**src/rtl/comparator_seq.sv**
```systemverilog
// -----------------------------------------------------------------------------
// comparator_seq
//   Chunk-serial magnitude comparator with cascade inputs. Two WIDTH-bit
//   operands are compared CHUNK bits per clock, MSB chunk first. The compare
//   stops at the first chunk that differs. If every chunk is equal, the
//   latched cascade inputs {Li,Ei,Gi} are passed through as the result.
//
//   Optional build macro: COMPARATOR_SEQ_SIGNED_EN
//     When defined, the operands are two's complement. Bit CHUNK-1 of the MSB
//     chunk is inverted on both operands before the unsigned compare. All
//     other chunks compare unsigned. Latency and handshake do not change.
//
// Ports
//   clk        rising-edge clock
//   rst        synchronous active-high reset
//   start      compare request, sampled only while busy=0
//   A, B       WIDTH-bit operands, latched on an accepted start
//   Li/Ei/Gi   cascade less/equal/greater, used only when A==B
//   busy       compare in progress
//   done       one-cycle pulse, Lo/Eo/Go valid
//   Lo/Eo/Go   registered result, held until the next result is written
//   dbg_state  FSM state (0 = IDLE, 1 = RUN) for observation
//
// Handshake
//   A start is accepted on a rising edge where start=1 and busy=0. busy is 1
//   from the next cycle until the result cycle. In the result cycle done=1
//   and busy=0, so a start in that same cycle is accepted with no bubble.
//   A start while busy=1 is dropped, not queued.
// -----------------------------------------------------------------------------
module comparator_seq #(
  parameter int WIDTH = 16,
  parameter int CHUNK = 4
) (
  input  logic             clk,
  input  logic             rst,
  input  logic             start,
  input  logic [WIDTH-1:0] A,
  input  logic [WIDTH-1:0] B,
  input  logic             Li,
  input  logic             Ei,
  input  logic             Gi,
  output logic             busy,
  output logic             done,
  output logic             Lo,
  output logic             Eo,
  output logic             Go,
  output logic             dbg_state
);

  // The CHUNK guard keeps the division legal, so the configuration check
  // below can report the error itself.
  localparam int NCHUNK = (CHUNK >= 1) ? (WIDTH / CHUNK) : 1;
  localparam int KW     = (NCHUNK > 1) ? $clog2(NCHUNK) : 1;

  if ((CHUNK < 1) || (WIDTH < CHUNK) || ((WIDTH % CHUNK) != 0)) begin : g_cfg_err
    $error("comparator_seq: WIDTH must be a non-zero multiple of CHUNK, and CHUNK must be >= 1");
  end

  typedef enum logic {
    IDLE = 1'b0,
    RUN  = 1'b1
  } state_t;

  state_t           state_q;
  logic [WIDTH-1:0] a_q, b_q;
  logic [2:0]       cas_q;
  logic [KW-1:0]    k_q;
  logic             busy_q, done_q;
  logic [2:0]       res_q;       // {Lo, Eo, Go}

  logic [CHUNK-1:0] a_top, b_top;

  // The operand registers shift left after each equal chunk. This means the
  // chunk under test is always in the top CHUNK bits, and no variable part
  // select is needed.
  always_comb begin
    a_top = a_q[WIDTH-1 -: CHUNK];
    b_top = b_q[WIDTH-1 -: CHUNK];
`ifdef COMPARATOR_SEQ_SIGNED_EN
    // Inverting the sign bit maps two's complement order onto unsigned order.
    // This only applies while the MSB chunk is under test.
    if (k_q == KW'(NCHUNK - 1)) begin
      a_top[CHUNK-1] = ~a_top[CHUNK-1];
      b_top[CHUNK-1] = ~b_top[CHUNK-1];
    end
`endif
  end

  always_ff @(posedge clk) begin
    if (rst) begin
      state_q <= IDLE;
      a_q     <= '0;
      b_q     <= '0;
      cas_q   <= '0;
      k_q     <= '0;
      busy_q  <= 1'b0;
      done_q  <= 1'b0;
      res_q   <= '0;
    end else begin
      done_q <= 1'b0;
      case (state_q)
        IDLE: begin
          if (start) begin
            a_q     <= A;
            b_q     <= B;
            cas_q   <= {Li, Ei, Gi};
            k_q     <= KW'(NCHUNK - 1);
            busy_q  <= 1'b1;
            state_q <= RUN;
          end
        end
        RUN: begin
          if (a_top < b_top) begin
            res_q   <= 3'b100;
            done_q  <= 1'b1;
            busy_q  <= 1'b0;
            state_q <= IDLE;
          end else if (a_top > b_top) begin
            res_q   <= 3'b001;
            done_q  <= 1'b1;
            busy_q  <= 1'b0;
            state_q <= IDLE;
          end else if (k_q == '0) begin
            // All chunks are equal. Pass the cascade through unmodified,
            // even if it is not one-hot.
            res_q   <= cas_q;
            done_q  <= 1'b1;
            busy_q  <= 1'b0;
            state_q <= IDLE;
          end else begin
            k_q <= k_q - 1'b1;
            a_q <= a_q << CHUNK;
            b_q <= b_q << CHUNK;
          end
        end
        default: begin
          state_q <= IDLE;
          busy_q  <= 1'b0;
        end
      endcase
    end
  end

  assign busy      = busy_q;
  assign done      = done_q;
  assign Lo        = res_q[2];
  assign Eo        = res_q[1];
  assign Go        = res_q[0];
  assign dbg_state = state_q;

endmodule

```
**config.mk**
```make
export PLATFORM = sky130hd
export DESIGN_NAME = comparator_seq
export DESIGN_NICKNAME = d
export VERILOG_FILES = /design/src/rtl/comparator_seq.sv
export SDC_FILE = /design/constraint.sdc
export NUM_CORES = 1
export LEC_CHECK = 0
export BUFFER_PORTS_ARGS = -buffer_cell sky130_fd_sc_hd__buf_2
export CAP_MARGIN = 10
export CORE_ASPECT_RATIO = 0.8
export CORE_UTILIZATION = 50
export DETAILED_ROUTE_END_ITERATION = 7
export PLACE_DENSITY = 0.81
export SYNTH_ARGS = -nofsm -noshare
export SYNTH_HDL_FRONTEND = slang
export SYNTH_SLANG_ARGS = --single-unit
```
**constraint.sdc**
```tcl
create_clock -name clk -period 2.8 [get_ports clk]
set_input_delay 0.28 -clock clk [delete_from_list [all_inputs] [get_ports clk]]
set_output_delay 0.28 -clock clk [all_outputs]
set_load 0.02 [all_outputs]
```
==> flow_summary.ini, run 1 <==
[pwr]
p_comb_share_pct = 17.6
swShare_pct = 28.22
peakVddDrop_uv = 335.0
pwr-share-seq_pct = 51.3
p_sw_mw = 0.3810
finalPower_mw = 1.350
p_leak_nw = 0.9267
pwr_density_cell_nw_per_um2 = 617.4
clock_power_share_pct = 31.1
internal-power_mw = 0.9694

[timing]
setup_violations = 0
fin_tns_setup_ns = 0
skew_ns = 0.003798
finalHoldViolCount = 0
max_freq_mhz = 485.3
fin_crit_ns = 2.061
slew_viol_final = 0
grt_setup_unrepaired = false
holdWs_ns = 0.2101
period_share_pct = 73.60
relSlewSlack_pct = 48.39
tightest_slew_ns = 0.7742

[synth]
synthesis.area_um2 = 1874
synth-main-ff-cell = dfxtp_1
synthDistinctLibCells = 32
synthTopCellsByCount = nor2_1, dfxtp_1, o221a_1, a21oi_1, nand2_1
netlist_instances = 211
ys_seq_area_share_pct = 45.93
avgSynthCellArea_um2 = 8.883
syn_nets = 254
ys_seq_elements = 43
netlist.area_leader.share_pct = 45.93
synth_edf_count = 0
async_reset_ff_share_pct = 0
ys_warn_count = 0
netlist.top_cell.by_area = dfxtp_1
synth.area.top_cells = dfxtp_1, o221a_1, nor2_1
synth_most_common_cell = nor2_1

[grt]
antenna_found_initial = 0
grt_pass1_wl_mm = 6.348
grt_pass1_vias = 1430
grt_use_total_pct = 20.45
grt-ovfl-total = 0
grt_max_degree = 45

[clock_tree]
cts_tree = done
clkSinkCount = 43
clock_path_buffers = 2
h-tree-depth = 2
cts_setup_buffers = 0
cts_resized = 0
clk_pin_slew_ns = 0.08
cts_root_buf = clkbuf_8
hold_buffers = 0
cts_buffers = 5
clkLatencyLatePin_ns = 0.30

[detailed_routing]
met2_length_mm = 1.609
drt_iter0_drc = 71
wl_per_cell_um = 12.82
route.met3.wl_um = 203
drc = 0
totalWireLength_mm = 3.744
viasPerCell = 5.503
vias = 1607
drt_pre_antenna_iters = 5
top_layer_used = met4
detail-route-antenna-nets = 0
met1_length_mm = 1.848

[floorplan]
start_util_pct = 53.63
dieArea_um2 = 3999
die_y_um = 56.76
coreArea_um2 = 3495
dieWidth_um = 70.45
row_count = 19
ioPinCount = 44

[critical_path]
critPathCaptureType = flop
worst-path-max-fanout = 25
r2r_start = b_q[15]$_SDFFE_PP0P_
path_class = flop to flop
cp.arrival_ns = 2.26
crit_required_ns = 3.00
start_kind = flop
crit_start = b_q[15]$_SDFFE_PP0P_
r2r_slack_ns = 0.74

[final_layout]
nNetsFinal = 292
drive_gt1_share_pct = 24.40
utilization_pct = 62.59
synthToLayoutAreaGrowth_pct = 16.69
antennaDiodeCount = 0
nFillCells = 325
design_area_um2 = 2187

[placement]
place_congestion = 0.7507
dp_hpwl_mm = 2.510
dpl_cell_area_um2 = 2088
port_buffers = 43

[outcome]
status = complete, no violations

[hold_path]
hold_path_class = input port to flop
hp-start = Ei

[flow_run]
drv_cap = 0
==> final timing paths <==
| kind | end | depth (start not counted) |
|---|---|---|
| max | b_q[4]$_SDFFE_PP0P_ | 6 |
| min reg2reg | cas_q[0]$_SDFFE_PP0P_ | 2 |
| max reg2reg | b_q[4]$_SDFFE_PP0P_ | 6 |
| min | cas_q[1]$_SDFFE_PP0P_ | 3 |
==> metal layers <==
metal  vias to the layer above  track usage [%]
met4                         0            10.29
met2                        48            31.16
met3                         8            4.847
met5                         -                0
met1                       721            26.98
li1                        830                -
==> critical path: stages (launching register included) <==
cell and delay [ns]:
dfxtp_1 0.34, inv_1 0.04, ha_1 0.33, a21o_1 0.24, o311ai_4 0.29, nand2_2 0.33
o221a_2 0.37
==> state kept, by name, indices dropped and copies added, names as in the netlist <==
signal     cells
cas_q          3
dbg_state      1
res_q          3
a_q           16
busy           1
k_q            2
b_q           16
done           1
==> metrics by stage <==
step | std cells | worst slack [ns]
6_report | 292 | 0.7393
5_1_grt | 292 | 0.6213
4_1_cts | 292 | 0.7283
3_5_place_dp | 284 | 0.7585
3_3_place_gp | 284 | 0.8133
2_1_floorplan | 211 | 0.9376
==> cells in the final DEF (no fill, tap or decap), drive strengths merged, types with 2 or more instances in the layout <==
master / instances
a211oi: 2
a21oi: 16
buf: 46
clkbuf: 6
dfxtp: 43
ha: 5
inv: 8
nand2: 15
nand2b: 3
nand3: 8
nand4: 2
nor2: 51
nor2b: 3
nor3: 3
o221a: 24
==> power by group through the flow <==
stage / Combinational [mW] / Clock, mW / Sequential (mW)
floorplan: 0.172 / 0 / 0.706
global placement: 0.231 / 0 / 0.705
detailed placement: 0.237 / 0 / 0.707
CTS: 0.239 / 0.431 / 0.693
global route: 0.267 / 0.457 / 0.699
finish: 0.238 / 0.420 / 0.693
==> cell families (layout without fill, tap and decap cells) <==
kind of cell               count (synthesis)  in the layout  synth area share [%]
AOI/OAI and AO/OA                         53             53                 25.10
adders and majority gates                  5              5                 3.338
buffers and inverters                     23             62                 5.674
DFF                                       43             43                 45.93
muxes                                      1              1                0.5341
and+or+nand+nor                           86             86                 19.43
==> cell type report <==
cell class                      instances  area, µm²  area share [%]
Multi-Input combinational cell        145      907.1           41.48
Clock buffer                            6      82.58           3.776
Sequential cell                        43      860.8           39.36
Timing Repair Buffer                   46      237.7           10.87
Clock inverter                          2      16.27          0.7437
Tap cell                               42      52.55           2.403
Inverter                                8      30.03           1.373
Power figures use the tool's default switching activity.
==> run 2, diff against run 1 <==
==> constraint.sdc (replaced) <==
create_clock -name clk -period 2.1 [get_ports clk]
set_input_delay 0.21 -clock clk [delete_from_list [all_inputs] [get_ports clk]]
set_output_delay 0.21 -clock clk [all_outputs]
set_load 0.02 [all_outputs]
==> flow_summary.ini, run 2 (synthesized netlist as in run 1, its figures left out) <==
[outcome]
status = complete, no violations

[clock_tree]
cts_tree = done
clock_path_buffers = 2
clkLatencyLatePin_ns = 0.29
clk_pin_slew_ns = 0.08
h-tree-depth = 2
cts_buffers = 5
cts_root_buf = clkbuf_8
hold_buffers = 0
cts_resized = 0
clkSinkCount = 43
cts_setup_buffers = 0

[critical_path]
cp.arrival_ns = 2.14
path_class = flop to flop
critPathCaptureType = flop
r2r_slack_ns = 0.14
crit_required_ns = 2.28
worst-path-max-fanout = 25
start_kind = flop

[final_layout]
mostFrequentLayoutCells = nor2_1, dfxtp_1, buf_2
synthToLayoutAreaGrowth_pct = 19.96
utilization_pct = 64.34
nNetsFinal = 295
mostFrequentLayoutCell = nor2_1
drive_gt1_share_pct = 24.90
antennaDiodeCount = 0
largestRegisters = a_q: 16 flops, b_q: 16 flops
fin_cells = 295

[detailed_routing]
wl_per_cell_um = 12.37
vias = 1600
drt_pre_antenna_iters = 4
drt_iter0_drc = 60
detail-route-antenna-nets = 0
viasPerCell = 5.424
drc = 0
totalWireLength_mm = 3.649

[floorplan]
ioPinCount = 44
dieArea_um2 = 3999
start_util_pct = 53.63
die_y_um = 56.76
coreArea_um2 = 3495
dieWidth_um = 70.45
row_count = 19

[placement]
dpl.cell_count = 287
port_buffers = 43
place_congestion = 0.7743
dp_hpwl_mm = 2.600

[grt]
grt_pass1_vias = 1444
grt_use_total_pct = 19.96
antenna_found_initial = 0
grt_max_degree = 45
grt-ovfl-total = 0
grt_pass1_wl_mm = 6.327

[timing]
tightest_slew_ns = 0.7191
fin_crit_ns = 1.964
skew_ns = 0.005596
fin_tns_setup_ns = 0
finalHoldViolCount = 0
slew_viol_final = 0
max_freq_mhz = 509.1
period_share_pct = 93.54
grt_setup_unrepaired = false
relSlewSlack_pct = 52.06
setup_violations = 0

[pwr]
p_leak_nw = 0.9590
finalPower_mw = 1.993
pwr_density_cell_nw_per_um2 = 886.4
peakVddDrop_uv = 460.7

[hold_path]
hold_path_class = input port to flop

[flow_run]
drv_cap = 0
-- run 2: cell count changes in the layout (fill, tap and decap cells not counted), sizes merged --
cell,before,now
buf,46,49
bufinv,0,2
clkinv,1,0
clkinvlp,1,0
-- run 2: worst max-delay path, cell delays in order, from the launching register on --
cell and delay, ns:
dfxtp_1 0.33, inv_1 0.04, ha_1 0.33, a21o_1 0.24, o311ai_4 0.36, nand2_4 0.24
o221a_2 0.31
-- run 2: area by class of cell --
type                       instances  area [µm²]
inverter                           8       30.03
timing repair buffer              49       260.3
clock inverter                     2       60.06
sequential                        43       860.8
clock buffer                       6       72.57
tap                               42       52.55
multi-input combinational        145       912.1
fill                             309        1246
-- run 2: through the flow --
step	hold slack, ns	cell area (µm²)	setup WS [ns]
floorplan	0.3460	1874	0.2376
global placement	0.4501	2111	0.1037
detailed placement	0.4527	2111	0.04803
CTS	0.1537	2243	0.02846
global route	0.1704	2248	0.02776
finish	0.1574	2248	0.1357
-- run 2: where the power goes --
group | switching [mW] | internal, mW
Sequential | 0.0398 | 0.885
Combinational | 0.179 | 0.146
Clock | 0.268 | 0.475
Total | 0.487 | 1.51
-- run 2: worst paths after layout --
path / start / to / depth (start not counted)
worst max-delay path: b_q[15]$_SDFFE_PP0P_ / b_q[5]$_SDFFE_PP0P_ / 6
worst min-delay path: B[3] / b_q[3]$_SDFFE_PP0P_ / 3
worst max register to register: b_q[15]$_SDFFE_PP0P_ / b_q[5]$_SDFFE_PP0P_ / 6
worst min register to register: cas_q[0]$_SDFFE_PP0P_ / cas_q[0]$_SDFFE_PP0P_ / 2
-- run 2: metal layers --
layer	track usage [%]	up-vias	routed length (µm)
li1	-	835	-
met1	26.90	719	1801
met2	31.16	42	1648
met3	4.847	4	169
met4	6.857	0	30
met5	0	-	0
==> run 3, diff against run 2 <==
--- a/config.mk
+++ b/config.mk
@@ -9,6 +9,7 @@
 export CAP_MARGIN = 10
 export CORE_ASPECT_RATIO = 0.8
 export CORE_UTILIZATION = 50
+export CTS_BUF_LIST = sky130_fd_sc_hd__clkbuf_8
 export DETAILED_ROUTE_END_ITERATION = 7
 export PLACE_DENSITY = 0.81
 export SYNTH_ARGS = -nofsm -noshare
==> flow_summary.ini, run 3 (synthesized netlist as in run 1, its figures left out) <==
[outcome]
status = complete, no violations

[detailed_routing]
detail-route-antenna-nets = 0
drc = 0
vias = 1604
drt_pre_antenna_iters = 4
wl_per_cell_um = 12.32
drt_iter0_drc = 59
viasPerCell = 5.437
totalWireLength_mm = 3.633

[floorplan]
start_util_pct = 53.63
dieArea_um2 = 3999
row_count = 19
coreArea_um2 = 3495
dieWidth_um = 70.45
die_y_um = 56.76
ioPinCount = 44

[pwr]
pwr_density_cell_nw_per_um2 = 884.1
p_leak_nw = 0.9632
clock_power_share_pct = 37.2
p_comb_share_pct = 16.3
p_sw_mw = 0.4864
swShare_pct = 24.47
internal-power_mw = 1.501
peakVddDrop_uv = 460.7
finalPower_mw = 1.988
pwr-share-seq_pct = 46.5

[critical_path]
cp.arrival_ns = 2.14
worst-path-max-fanout = 25
slowest_stage = o311ai_4
r2r_slack_ns = 0.14
crit_buf_inv = 1
worst-path-stages = 6
crit_start = b_q[15]$_SDFFE_PP0P_
worst_path_dominant_cell_family = compound AO/OA/AOI/OAI gates
critPathCaptureType = flop
path_class = flop to flop
rr_worst_depth = 6
r2r_start = b_q[15]$_SDFFE_PP0P_
r2r-end = b_q[5]$_SDFFE_PP0P_
start_kind = flop
crit_required_ns = 2.28
crit_chain = inv_1 > ha_1 > a21o_1 > o311ai_4 > nand2_4 > o221a_2
cpPeakStageDelay_ns = 0.36
endpoint = b_q[5]$_SDFFE_PP0P_

[final_layout]
mostFrequentLayoutCells = nor2_1, dfxtp_1, buf_2
largestRegisters = a_q: 16 flops, b_q: 16 flops
nNetsFinal = 295
antennaDiodeCount = 0
fin_cells = 295
drive_gt1_share_pct = 24.90
mostFrequentLayoutCell = nor2_1
synthToLayoutAreaGrowth_pct = 19.96
nFillCells = 309

[clock_tree]
cts_setup_buffers = 0
h-tree-depth = 2
cts_tree = done
clock_path_buffers = 2
cts_buffers = 5
clkLatencyLatePin_ns = 0.29
cts_root_buf = clkbuf_8
clk_pin_slew_ns = 0.08
clkSinkCount = 43

[grt]
grt-ovfl-total = 0
grt_use_total_pct = 19.96
grt_pass1_wl_mm = 6.327
grt_pass1_vias = 1444
antenna_found_initial = 0
grt_max_degree = 45

[timing]
setup_violations = 0
slew_viol_final = 0
skew_ns = 0.006025
relSlewSlack_pct = 51.99
period_share_pct = 93.33
max_freq_mhz = 510.2
grt_setup_unrepaired = false
fin_crit_ns = 1.960
fin_tns_setup_ns = 0
finalHoldViolCount = 0
holdWs_ns = 0.1577
layout_setup_ws_ns = 0.1401
tightest_slew_ns = 0.7201

[placement]
port_buffers = 43
dpl.cell_count = 287
pre_cts_slack_ns = 0.04803
dp_hpwl_mm = 2.600
place_congestion = 0.7743

[flow_run]
drv_cap = 0

[hold_path]
hold_path_class = input port to flop
hp-start = A[0]
-- run 3: layout make-up --
class	instances	area, µm²	area share, %
multi-input combinational	145	912.1	40.57
sequential	43	860.8	38.29
tap	42	52.55	2.337
clock buffer	5	68.82	3.061
timing repair buffer	49	260.3	11.57
clock inverter	3	63.81	2.838
inverter	8	30.03	1.336
-- run 3: worst min-delay path by stage --
stage | endpoint | slack (ns) | depth (start not counted)
detailed placement | cas_q[0]$_SDFFE_PP0P_ | 0.45 | 2
finish | a_q[0]$_SDFFE_PP0P_ | 0.16 | 3
global route | b_q[2]$_SDFFE_PP0P_ | 0.17 | 3
floorplan | cas_q[0]$_SDFFE_PP0P_ | 0.35 | 2
CTS | a_q[0]$_SDFFE_PP0P_ | 0.15 | 3
global placement | cas_q[2]$_SDFFE_PP0P_ | 0.45 | 2
-- run 3: stage by stage --
| step | util [%] | cell area (µm²) |
|---|---|---|
| 2_1_floorplan | - | 1874 |
| 3_3_place_gp | 60.40 | 2111 |
| 4_1_cts | 64.20 | 2243 |
| 3_5_place_dp | 60.40 | 2111 |
| 5_1_grt | 64.34 | 2248 |
| 6_report | 64.34 | 2248 |
-- run 3: timing repair --
item,CTS,global route
resized for setup,0,1
setup endpoints to repair,0,24
hold buffers,0,0
-- run 3: power by group through the flow --
stage / sequential, mW / clock [mW] / combinational [mW]
floorplan: 0.942 / 0 / 0.230
global placement: 0.940 / 0 / 0.315
detailed placement: 0.943 / 0 / 0.324
CTS: 0.924 / 0.750 / 0.324
global route: 0.933 / 0.789 / 0.367
finish: 0.924 / 0.739 / 0.324
-- run 3: metal layers --
layer / share of wire (%) / track usage (%)
met5: 0 / 0
met4: 0.83 / 6.857
met3: 4.8 / 4.847
met2: 45 / 31.16
met1: 50 / 26.90
-- run 3: worst reg2reg max path, delay by kind of cell (launching register included) --
kind	cells	cell delay (ns)
buf+inv	1	0.04
fa+ha+maj	1	0.33
flops	1	0.33
simple gates	1	0.24
compound gates	3	0.91
